--- config.mk ---
export PLATFORM = sky130hd
export DESIGN_NAME = pe_rc_sequencer
export DESIGN_NICKNAME = d
export VERILOG_FILES = /design/src/rtl/lst1_pkg.sv /design/src/rtl/pe_rc_sequencer.sv
export SDC_FILE = /design/constraint.sdc
export NUM_CORES = 1
export LEC_CHECK = 0
export CAP_MARGIN = 20
export CELL_PAD_IN_SITES_DETAIL_PLACEMENT = 2
export CELL_PAD_IN_SITES_GLOBAL_PLACEMENT = 2
export CORE_ASPECT_RATIO = 0.8
export CORE_MARGIN = 2
export CORE_UTILIZATION = 25
export DETAILED_ROUTE_END_ITERATION = 8
export PLACE_DENSITY = 0.75
export SLEW_MARGIN = 15
export SYNTH_ARGS = -nofsm -noshare
export SYNTH_HDL_FRONTEND = slang
export SYNTH_SLANG_ARGS = --single-unit
--- constraint.sdc ---
create_clock -name clk -period 1.9 [get_ports clk]
set_input_delay 0.285 -clock clk [delete_from_list [all_inputs] [get_ports clk]]
set_output_delay 0.285 -clock clk [all_outputs]
set_load 0.01 [all_outputs]
--- src/rtl/lst1_pkg.sv ---
// Shared definitions for the LST-1 PE sequencing logic.
//   seq_state_t : sequencer FSM states
//   PE_ADDR_W   : width of the PE ROM address bus
//   fx_width()  : total fixed-point word width from integer/fraction bits
package lst1_pkg;

    typedef enum logic [2:0] {
        IDLE  = 3'd0,
        INIT  = 3'd1,
        RUN   = 3'd2,
        DRAIN = 3'd3,
        OUT   = 3'd4
    } seq_state_t;

    localparam int PE_ADDR_W = 5;

    function automatic int fx_width(input int int_bits, input int frc_bits);
        return int_bits + frc_bits;
    endfunction

endpackage

--- src/rtl/pe_rc_sequencer.sv ---
// Sequencer for one PE_rc processing element.
// Issues init/en/address/rc_sel to the PE, streams operands from an upstream
// valid/ready source into it, and returns the finished MAC result on a
// valid/ready output.
//
// Ports:
//   clk, rst_n          clock (rising edge), asynchronous active-low reset
//   start, sel          begin one result; sel picks row (0) / column (1) ROM
//   s_valid/s_ready/s_data   operand stream in
//   pe_init, pe_en, pe_addr, pe_rc_sel, pe_din   drive the PE
//   pe_dout             PE result
//   m_valid/m_ready/m_data   result stream out
//   busy                high whenever the FSM is not in IDLE
//   dbg_state           current FSM state, for observation only
//
// Handshakes: a transfer happens on a rising edge where valid and ready are
// both high. The producer keeps valid and data stable until that edge;
// valid never depends combinationally on ready.
module pe_rc_sequencer
    import lst1_pkg::*;
#(
    parameter int INT_BITS = 5,
    parameter int FRC_BITS = 7,
    parameter int LEN      = 20,
    parameter int ROM_LAT  = 1,
    parameter int MAC_LAT  = 2,
    localparam int W       = fx_width(INT_BITS, FRC_BITS)
) (
    input  logic                 clk,
    input  logic                 rst_n,
    input  logic                 start,
    input  logic                 sel,
    input  logic                 s_valid,
    input  logic [W-1:0]         s_data,
    output logic                 s_ready,
    output logic                 pe_init,
    output logic                 pe_en,
    output logic [PE_ADDR_W-1:0] pe_addr,
    output logic                 pe_rc_sel,
    output logic [W-1:0]         pe_din,
    input  logic [W-1:0]         pe_dout,
    output logic                 m_valid,
    output logic [W-1:0]         m_data,
    input  logic                 m_ready,
    output logic                 busy,
    output logic [2:0]           dbg_state
);

    generate
        if (LEN < 1 || LEN > 31) begin : g_len_check
            $error("pe_rc_sequencer: LEN must be in 1..31");
        end
        if (ROM_LAT < 1) begin : g_lat_check
            $error("pe_rc_sequencer: ROM_LAT must be at least 1");
        end
    endgenerate

    localparam int DRAIN_CYC = ROM_LAT + MAC_LAT;
    localparam int DCNT_W    = $clog2(DRAIN_CYC + 1);
    localparam logic [PE_ADDR_W-1:0] K_LAST    = PE_ADDR_W'(LEN - 1);
    localparam logic [DCNT_W-1:0]    DCNT_LAST = DCNT_W'(DRAIN_CYC - 1);

    seq_state_t           state, state_nxt;
    logic [PE_ADDR_W-1:0] k;
    logic [DCNT_W-1:0]    dcnt;
    logic                 rc_sel_q;
    logic [W-1:0]         m_data_q;
    // Skew chain: delays en/din so din meets the ROM word addressed by k.
    logic [ROM_LAT-1:0]   en_sk;
    logic [W-1:0]         din_sk [ROM_LAT];

    logic s_hs;
    logic last_hs;
    logic drain_done;

    assign s_hs       = (state == RUN) && s_valid;
    assign last_hs    = s_hs && (k == K_LAST);
    assign drain_done = (state == DRAIN) && (dcnt == DCNT_LAST);

    // State register
    always_ff @(posedge clk or negedge rst_n) begin
        if (!rst_n) begin
            state <= IDLE;
        end else begin
            state <= state_nxt;
        end
    end

    // Next-state logic
    always_comb begin
        state_nxt = state;
        unique case (state)
            IDLE:    if (start)      state_nxt = INIT;
            INIT:                    state_nxt = RUN;
            RUN:     if (last_hs)    state_nxt = DRAIN;
            DRAIN:   if (drain_done) state_nxt = OUT;
            OUT:     if (m_ready)    state_nxt = IDLE;
            default:                 state_nxt = IDLE;
        endcase
    end

    // Datapath registers: operand counter, drain counter, latched select,
    // result capture and the ROM-latency skew chain.
    always_ff @(posedge clk or negedge rst_n) begin
        if (!rst_n) begin
            k        <= '0;
            dcnt     <= '0;
            rc_sel_q <= 1'b0;
            m_data_q <= '0;
            en_sk    <= '0;
            for (int i = 0; i < ROM_LAT; i++) begin
                din_sk[i] <= '0;
            end
        end else begin
            if (state == IDLE && start) begin
                rc_sel_q <= sel;
                k        <= '0;
            end else if (s_hs && !last_hs) begin
                k <= k + PE_ADDR_W'(1);
            end

            if (last_hs) begin
                dcnt <= '0;
            end else if (state == DRAIN && !drain_done) begin
                dcnt <= dcnt + DCNT_W'(1);
            end

            if (drain_done) begin
                m_data_q <= pe_dout;
            end

            en_sk[0]  <= s_hs;
            din_sk[0] <= s_hs ? s_data : '0;
            for (int i = 1; i < ROM_LAT; i++) begin
                en_sk[i]  <= en_sk[i-1];
                din_sk[i] <= din_sk[i-1];
            end
        end
    end

    // Outputs
    always_comb begin
        s_ready   = (state == RUN);
        pe_init   = (state == INIT);
        pe_en     = en_sk[ROM_LAT-1];
        pe_din    = din_sk[ROM_LAT-1];
        pe_addr   = (state == RUN) ? k : '0;
        pe_rc_sel = rc_sel_q;
        m_valid   = (state == OUT);
        m_data    = m_data_q;
        busy      = (state != IDLE);
        dbg_state = state;
    end

endmodule

==> results of run 1 <==
[power by group through the flow]
stage / clock network (mW) / registers [mW] / logic (mW)
after floorplan: 0 / 1.30 / 0.635
after global placement: 0 / 1.20 / 1.52
after detailed placement: 0 / 1.24 / 1.60
after CTS: 0.703 / 1.22 / 1.60
after global routing: 0.733 / 1.26 / 1.70
final: 0.672 / 1.22 / 1.57
[worst max-delay path, cell delays in order (launching register included)]
cell and delay (ns):
dfrtp_1 0.40, buf_4 0.17, or3_1 0.39, dlygate4sd2_1 0.30
[cell type report]
| cell class | instances | area (um2) |
|---|---|---|
| fill | 640 | 3460 |
| sequential | 36 | 901 |
| timing repair buffer | 74 | 708 |
| multi-input combinational | 70 | 549 |
| tap | 81 | 101 |
| clock buffer | 5 | 68.8 |
| clock inverter | 3 | 42.5 |
| inverter | 4 | 15.0 |
[sequential cells by signal (all words and copies together), names as in the netlist]
name	count
m_data	12
pe_din	12
k	5
dbg_state	3
dcnt	2
pe_en	1
pe_rc_sel	1
[worst min path at each step]
stage                     start                       end  slack, ns  cells past startpoint
after CTS                 rst_n     m_data[2]$_DFFE_PN0P_       0.10                      1
after global placement    rst_n     m_data[2]$_DFFE_PN0P_       0.40                      1
final                     rst_n     m_data[2]$_DFFE_PN0P_       0.09                      1
after floorplan           rst_n  dbg_state[0]$_DFFE_PN0P_      -0.01                      0
after detailed placement  rst_n     m_data[2]$_DFFE_PN0P_       0.43                      1
after global routing      rst_n     m_data[0]$_DFFE_PN0P_       0.14                      1
[cells in the final DEF (no fill, tap or decap), types with 2 or more instances in the layout]
| master | netlist | final |
|---|---|---|
| clkdlybuf4s50_1 | 0 | 58 |
| dfrtp_1 | 36 | 36 |
| and2_1 | 17 | 17 |
| mux2_2 | 12 | 12 |
| dlygate4sd2_1 | 0 | 8 |
| buf_4 | 0 | 7 |
| nand2_1 | 5 | 5 |
| clkbuf_8 | 0 | 5 |
| inv_1 | 3 | 3 |
| mux2i_1 | 3 | 3 |
| o21ai_0 | 3 | 3 |
| a21oi_1 | 3 | 3 |
| nand4bb_1 | 2 | 2 |
| or3_1 | 2 | 2 |
| nand4_1 | 2 | 2 |
| nand3b_1 | 2 | 2 |
| nor2_1 | 3 | 2 |
| ha_1 | 2 | 2 |
[per-layer routing]
layer | wire (um) | part of all wire, %
met1 | 1630 | 39
met2 | 2220 | 53
met3 | 245 | 5.9
met4 | 85 | 2.0
met5 | 0 | 0
[logic make-up (layout without fill, tap and decap cells)]
group	Yosys count	after routing	synth area share (%)
buffers and inverters	9	86	3.10
XOR/XNOR	1	1	0.586
multiplexers	16	16	12.1
adder cells (fa/ha/maj)	2	2	1.67
AND/OR/NAND/NOR	42	42	18.7
AO/OA/AOI/OAI	9	9	3.60
flip-flops	36	36	60.3
[timing repair]
item	in CTS	in global routing
setup buffers	1	0
endpoints found under the setup margin	8	0
gates resized for setup	9	0
hold buffers	0	0
[through the flow]
stage               utilization (%)  setup WS (ns)  hold WS (ns)  std cells
floorplan                         -          0.373       -0.0106        115
global placement               38.9          0.171         0.404        264
detailed placement             38.9          0.137         0.431        264
CTS                            40.8         0.0385         0.105        273
global route                   40.8        0.00946         0.139        273
finish                         40.8         0.0644        0.0872        273
==> results.yml, run 1 <==
yosys:
  synth_edf_count: 0
  syn_nets: 147
  synth.ff_latch_count: 36
  ys_types: 31
  synth_top_cell_area_share_pct: 60.3
  synth_top_cell_by_area: "dfrtp_1"
  syn_inst: 115
  syn_area_um2: 1490
  yosysMostFrequentCell: "dfrtp_1"
  ys_warn_count: 0
  yosys_most_used_dff: "dfrtp_1"
  synth.avg_cell_area_um2: 13.0
  async_reset_ff_share_pct: 100
  synth_area_leaders: "dfrtp_1 (60%), mux2_2 (9.0%), and2_1 (7.1%), mux2i_1 (2.0%), ha_1 (1.7%)"
  ys_seq_area_share_pct: 60.3
  netlist_top_cells_count: "dfrtp_1 (36), and2_1 (17), mux2_2 (12)"
grt:
  use_met3_pct: 4.55
  antenna_found_initial: 0
  grt_max_degree: 37
  gr-total-overflow: 0
  grt_pass1_vias: 1316
  grt_pass1_wl_mm: 6.64
  grt_use_met1_pct: 15.0
  grt_use_met2_pct: 23.4
  grt.total_usage_pct: 13.3
  grt_most_used_layer: "met2"
critical_path:
  worstPathArrival_ns: 1.55
  start_kind: "register"
  r2r_slack_ns: 0.33
  end_kind: "output pin"
  crit-reg2reg-capture: "pe_rc_sel$_DFFE_PN0P_"
  r2r_cells: 3
  r2r-start: "dbg_state[2]$_DFFE_PN0P_"
  critPathMaxFanout: 10
  worstSetupPathType: "reg -> out"
  startpoint: "dbg_state[2]$_DFFE_PN0P_"
  worstPathRequired_ns: 1.62
  endpoint: "busy"
worst_hold_path:
  hold_class: "in -> async"
place:
  placed_area_um2: 2270
  dp_hpwl_mm: 3.29
  gp_congestion: 0.715
  portBuffers: 67
routing:
  drc: 0
  drt_first_pass_iters: 4
  ant_nets: 0
  drtIter0Drc: 26
  vias_per_cell: 4.27
  totalWireLength_mm: 4.18
  vias: 1166
  wl_per_cell_um: 15.3
timing:
  fin_skew_ns: 0.00627
  drv_slew: 0
  setup_violations: 0
  clock.fmax_mhz: 545
  rsz0062_at_grt: "false"
  min_period_ns: 1.84
  maxSlewHeadroom_pct: 44.9
  worst_pin_slew_ns: 0.827
  setup-tns-final_ns: 0
  hold_violations: 0
  min_period_over_period_pct: 96.6
layout:
  finalInstanceArea_um2: 2390
  diodes: 0
  drive_above_1_share_pct: 17.7
  nets: 223
  area_delta_synth_final_pct: 59.7
floorplanning:
  die-area_um2: 6610
  ios: 68
  rows: 25
  die_x_um: 90.4
  die_h_um: 73.1
  core_area_um2: 5850
  start_util_pct: 25.5
power:
  switching_share_pct: 32.1
  total_leakage_power_nw: 1.08
  internal_power_mw: 2.35
  pwr-share-clk_pct: 19.4
  vdd.ir_drop.worst_mv: 0.482
  p_seq_share_pct: 35.3
  combPwrFrac_pct: 45.3
  p_per_area_nw_per_um2: 1450
  netSwitchingPower_mw: 1.11
  power_mw: 3.46
clocking:
  clk-insertion-delay-late_ns: 0.29
  clk_path_buf_depth: 2
  clkTransAtPathRegs_ns: 0.07
  cts_made_buffers: 5
  cts-root-buf: "clkbuf_8"
  cts_tree: "built"
  numClockSinks: 36
  cts_htree_levels: 2
status:
  status: "completed"
flow_run:
  maxCapViolations: 0
No activity file was read; power rests on OpenSTA's default activity.
==> inputs of run 2 (changes only) <==
SETUP_SLACK_MARGIN = 0.5   (was unset)
==> run 2 against run 1 <==
  * Cell count rose by 8.8%
  * Sequential power barely moved
  * Setup slack improved by 0.078 ns
  * Clock power fell by 10%
  * Register-to-register slack got worse by 0.16 ns
  * Hold slack improved by 0.31 ns
  * Highest routed layer unchanged
  * Largest power group unchanged
==> results.yml, run 2 (synthesized netlist as in run 1, its figures left out) <==
status:
  status: "completed"
flow_run:
  maxCapViolations: 0
routing:
  wl_per_cell_um: 20.3
  drt_first_pass_iters: 4
  drtIter0Drc: 33
  vias_per_cell: 4.39
  drc: 0
  vias: 1303
  ant_nets: 0
  totalWireLength_mm: 6.03
critical_path:
  cp_slowest_cell: "dfrtp_1"
  critPathTopFamily: "flip-flops"
  worstSetupPathType: "reg -> out"
  critPathMaxFanout: 3
  worstPathRequired_ns: 1.62
  end_kind: "output pin"
  start_kind: "register"
  slowest_delay_ns: 0.45
  worstPathArrival_ns: 1.47
  critPathBufInv: 2
  path_cells: "nor3b_4 -> buf_4 -> and2_4 -> buf_6"
grt:
  grt.total_usage_pct: 16.5
  grt_pass1_vias: 1462
  antenna_found_initial: 0
  grt_max_degree: 37
  gr-total-overflow: 0
  grt_pass1_wl_mm: 8.15
floorplanning:
  core_area_um2: 5850
  die_h_um: 73.1
  ios: 68
  start_util_pct: 25.5
  die-area_um2: 6610
  rows: 25
  die_x_um: 90.4
clocking:
  cts_htree_levels: 2
  clk_path_buf_depth: 2
  cts_made_buffers: 5
  cts-root-buf: "clkbuf_8"
  clk-insertion-delay-late_ns: 0.31
  cts_tree: "built"
  numClockSinks: 36
  clkTransAtPathRegs_ns: 0.09
layout:
  seqCellArea_um2: 901
  finalInstanceArea_um2: 2730
  n_fill_cell: 612
  area_delta_synth_final_pct: 82.7
  drive_above_1_share_pct: 44.4
  nets: 247
  layout_commonest_cell: "dfrtp_1"
  diodes: 0
  multi_input_area_um2: 676
  mostFrequentLayoutCells: "dfrtp_1 (36), clkdlybuf4s50_1 (29), dlygate4sd2_1 (26), buf_6 (20), buf_4 (19)"
place:
  placed_area_um2: 2280
  dp_hpwl_mm: 3.46
  portBuffers: 67
  gp_congestion: 0.686
power:
  total_leakage_power_nw: 1.32
  vdd.ir_drop.worst_mv: 0.415
  power_mw: 4.03
  p_per_area_nw_per_um2: 1480
timing:
  clock.fmax_mhz: 569
  drv_slew: 0
  min_period_over_period_pct: 92.5
  worst_pin_slew_ns: 0.474
  maxSlewHeadroom_pct: 68.4
  setup-tns-final_ns: 0
  rsz0062_at_grt: "true"
  setup_violations: 0
  hold_violations: 0
  fin_skew_ns: 0.0187
  min_period_ns: 1.76
worst_hold_path:
  hold_class: "in -> async"
## run 2: cell count changes in the layout (fill, tap and decap cells not counted), sizes merged
| cell | before | now |
|---|---|---|
| dlygate4sd2 | 8 | 26 |
| clkbuf | 5 | 9 |
| clkinv | 2 | 1 |
| buf | 8 | 42 |
| bufinv | 1 | 0 |
| clkdlybuf4s50 | 58 | 29 |
| clkinvlp | 1 | 0 |
## run 2: area by class of cell
type | count | share of cell area (%)
timing repair buffer | 98 | 34.5
sequential | 36 | 33.0
multi-input combinational | 70 | 24.8
tap | 81 | 3.71
clock buffer | 8 | 3.30
inverter | 4 | 0.734
## run 2: final timing paths
| path | startpoint | endpoint | slack (ns) | cells past startpoint |
|---|---|---|---|---|
| worst min register to register | m_data[9]$_DFFE_PN0P_ | m_data[9]$_DFFE_PN0P_ | 0.50 | 1 |
| worst max register to register | dbg_state[2]$_DFFE_PN0P_ | pe_rc_sel$_DFFE_PN0P_ | 0.17 | 4 |
| max in group asynchronous | rst_n | m_data[9]$_DFFE_PN0P_ | 1.14 | 2 |
| min in group clk | m_data[9]$_DFFE_PN0P_ | m_data[9]$_DFFE_PN0P_ | 0.50 | 1 |
| worst min-delay path | rst_n | pe_rc_sel$_DFFE_PN0P_ | 0.40 | 2 |
| worst max-delay path | dbg_state[2]$_DFFE_PN0P_ | pe_addr[3] | 0.14 | 4 |
## run 2: what timing repair did
| action | CTS | global route |
|---|---|---|
| hold buffers | 0 | 0 |
| gates resized for setup | 94 | 43 |
| buffers inserted | 9 | 15 |
| pin swaps | 3 | 19 |
| gates cloned | 0 | 1 |
| setup endpoints to repair | 70 | 45 |
## run 2: power by group
part	total, mW	switching (mW)	internal, mW	leakage (nW)
clock network	0.605	0.308	0.297	0.0455
logic	2.19	0.935	1.25	0.825
registers	1.23	0.184	1.05	0.454
total	4.03	1.43	2.60	1.32
## run 2: stage by stage
stage                     hold WS, ns  util (%)  std cells  setup slack [ns]
after floorplan               -0.0106         -        115             0.374
after global placement          0.490      39.0        264             0.149
after detailed placement        0.496      39.0        264            0.0507
after CTS                       0.429      42.6        281             0.224
after global routing            0.439      46.7        297            0.0895
final                           0.402      46.7        297             0.142
## run 2: worst register-to-register path, stage by stage (launching register included)
cell and delay, ns:
dfrtp_1 0.45, buf_6 0.16, buf_6 0.12, or4b_4 0.58, mux2_4 0.32
## run 2: metal layers
metal	global-route usage, %	share of wire, %	up-vias
li1	-	-	593
met1	19.4	39	657
met2	28.3	54	47
met3	7.44	5.7	6
met4	3.59	1.0	0
met5	0	0	-
==> inputs of run 3 (changes only) <==
CORE_UTILIZATION = 23   (was 25)
MAX_ROUTING_LAYER = met4   (was unset)
PLACE_DENSITY = 0.73   (was 0.75)
clock period = 1.5 ns   (was 1.9 ns; I/O delays follow)
==> run 3 against run 2 <==
  * The flow now finishes with violations (negative hold slack, negative setup slack)
  * Sequential power up 27%
  * First-iteration DRC count down 36%
  * Hold slack worse by 0.55 ns
  * Total power up 39%
  * Critical endpoint is now pe_rc_sel$_DFFE_PN0P_
  * Largest cell class unchanged
==> results.yml, run 3 (synthesized netlist as in run 1, its figures left out) <==
grt:
  grt.total_usage_pct: 15.6
  grt_pass1_wl_mm: 8.23
  antenna_found_initial: 0
  gr-total-overflow: 0
  grt_pass1_vias: 1545
  use_met3_pct: 3.46
  grt_use_met2_pct: 25.9
  grt_most_used_layer: "met2"
  grt_max_degree: 21
  grt_use_met1_pct: 18.6
critical_path:
  start_kind: "register"
  critPathBufInv: 3
  endpoint: "pe_rc_sel$_DFFE_PN0P_"
  path_cells: "buf_6 -> buf_6 -> buf_6 -> or4b_4 -> mux2_4"
  cp_slowest_cell: "or4b_4"
  slowest_delay_ns: 0.55
  worstSetupPathType: "reg -> reg"
  worstPathArrival_ns: 1.90
  r2r-start: "dbg_state[1]$_DFFE_PN0P_"
  critPathMaxFanout: 4
  startpoint: "dbg_state[1]$_DFFE_PN0P_"
  cpMostUsedCell: "buf_6"
  r2r_slack_ns: -0.21
  critPathTopFamily: "simple AND/OR/NAND/NOR gates"
  end_kind: "register"
  r2r_cells: 5
  worstPathRequired_ns: 1.69
  path_depth: 5
  crit-reg2reg-capture: "pe_rc_sel$_DFFE_PN0P_"
timing:
  finalWorstSetupSlack_ns: -0.209
  min_period_over_period_pct: 114
  setup-tns-final_ns: -4.48
  holdWs_ns: -0.152
  hold_violations: 16
  worst_pin_slew_ns: 0.391
  setup_violations: 43
  rsz0062_at_grt: "true"
  drv_slew: 0
  min_period_ns: 1.71
  fin_skew_ns: 0.0131
  clock.fmax_mhz: 585
  maxSlewHeadroom_pct: 73.9
routing:
  wl_per_cell_um: 17.0
  drtIter0Drc: 21
  drt_first_pass_iters: 2
  drc: 0
  ant_nets: 0
  vias_per_cell: 4.29
  totalWireLength_mm: 5.44
  vias: 1367
power:
  switching_share_pct: 33.1
  p_per_area_nw_per_um2: 1930
  pwr-share-clk_pct: 15.3
  internal_power_mw: 3.76
  combPwrFrac_pct: 57.0
  p_seq_share_pct: 27.7
  total_leakage_power_nw: 1.42
  vdd.ir_drop.worst_mv: 0.565
  netSwitchingPower_mw: 1.86
floorplanning:
  ios: 68
  rows: 26
  die_h_um: 76.1
  start_util_pct: 23.6
  die-area_um2: 7160
  die_x_um: 94.1
  core_area_um2: 6340
clocking:
  numClockSinks: 36
  clk_path_buf_depth: 2
  clkTransAtPathRegs_ns: 0.08
  cts_htree_levels: 2
  cts-root-buf: "clkbuf_8"
  cts_made_buffers: 5
  cts_tree: "built"
  clk-insertion-delay-late_ns: 0.30
layout:
  layout_commonest_cell: "dfrtp_1"
  nets: 266
  mostFrequentLayoutCells: "dfrtp_1 (36), buf_6 (34), buf_4 (29), clkdlybuf4s50_1 (28), buf_2 (21)"
  drive_above_1_share_pct: 62.6
  area_delta_synth_final_pct: 94.9
  diodes: 0
place:
  gp_congestion: 0.733
  dp_hpwl_mm: 3.46
  portBuffers: 67
status:
  status: "finished with violations"
  failed_checks: "negative hold slack, negative setup slack"
worst_hold_path:
  hold_class: "in -> async"
flow_run:
  maxCapViolations: 0
## run 3: cell count changes in the layout (fill, tap and decap cells not counted), sizes merged
cell           delta
buf              +47
bufinv            +1
clkbuf            -3
clkdlybuf4s50     -1
clkinv            +1
dlygate4sd2      -26
## run 3: what timing repair did
item | in CTS | in global routing
setup endpoints to repair | 74 | 74
endpoints found under the hold margin | 16 | 16
pin swaps | 11 | 6
cloned | 1 | 0
resized for setup | 217 | 18
setup buffers | 19 | 14
## run 3: metrics by stage
stage	total power, mW	worst slack [ns]	area [um2]	cells	utilization (%)
final	5.62	-0.209	2910	319	45.9
after global routing	5.97	-0.255	2910	319	45.9
after CTS	5.23	-0.213	2730	305	43.1
after detailed placement	3.74	-0.193	2370	277	37.3
after global placement	3.58	-0.149	2370	277	37.3
after floorplan	2.49	-0.0261	1510	115	-
## run 3: how the worst min path moves through the flow
| stage | start | to | slack [ns] | cells after the start |
|---|---|---|---|---|
| after detailed placement | rst_n | pe_din[9]$_DFF_PN0_ | 0.18 | 1 |
| final | rst_n | pe_din[9]$_DFF_PN0_ | -0.15 | 1 |
| after CTS | rst_n | pe_din[9]$_DFF_PN0_ | -0.14 | 1 |
| after global routing | rst_n | pe_din[5]$_DFF_PN0_ | -0.13 | 1 |
| after global placement | rst_n | pe_din[10]$_DFF_PN0_ | 0.16 | 1 |
| after floorplan | rst_n | dbg_state[0]$_DFFE_PN0P_ | -0.07 | 0 |
## run 3: power by group through the flow
stage / registers [mW] / clock network, mW / logic (mW)
floorplan: 1.66 / 0 / 0.838
global placement: 1.53 / 0 / 2.05
detailed placement: 1.56 / 0 / 2.17
CTS: 1.54 / 0.884 / 2.80
global route: 1.60 / 0.933 / 3.44
finish: 1.56 / 0.861 / 3.20
## run 3: worst register-to-register path, stage by stage (launching register included)
cell,delay [ns]
dfrtp_1,0.41
buf_6,0.13
buf_6,0.11
buf_6,0.10
or4b_4,0.55
mux2_4,0.31
## run 3: metal layers
layer  up-vias  wire length (um)
met5         -                 0
li1        629                 -
met2        46              2990
met4         0                46
met3         8               218
met1       684              2180
## run 3: final cells by class
class / instances / area (um2)
clock buffers: 6 / 72.6
clock inverters: 2 / 35.0
fillers: 652 / 3430
inverters: 4 / 20.0
multi-input cells: 70 / 699
flip-flops and latches: 36 / 901
well taps: 84 / 105
repair buffers: 117 / 1080
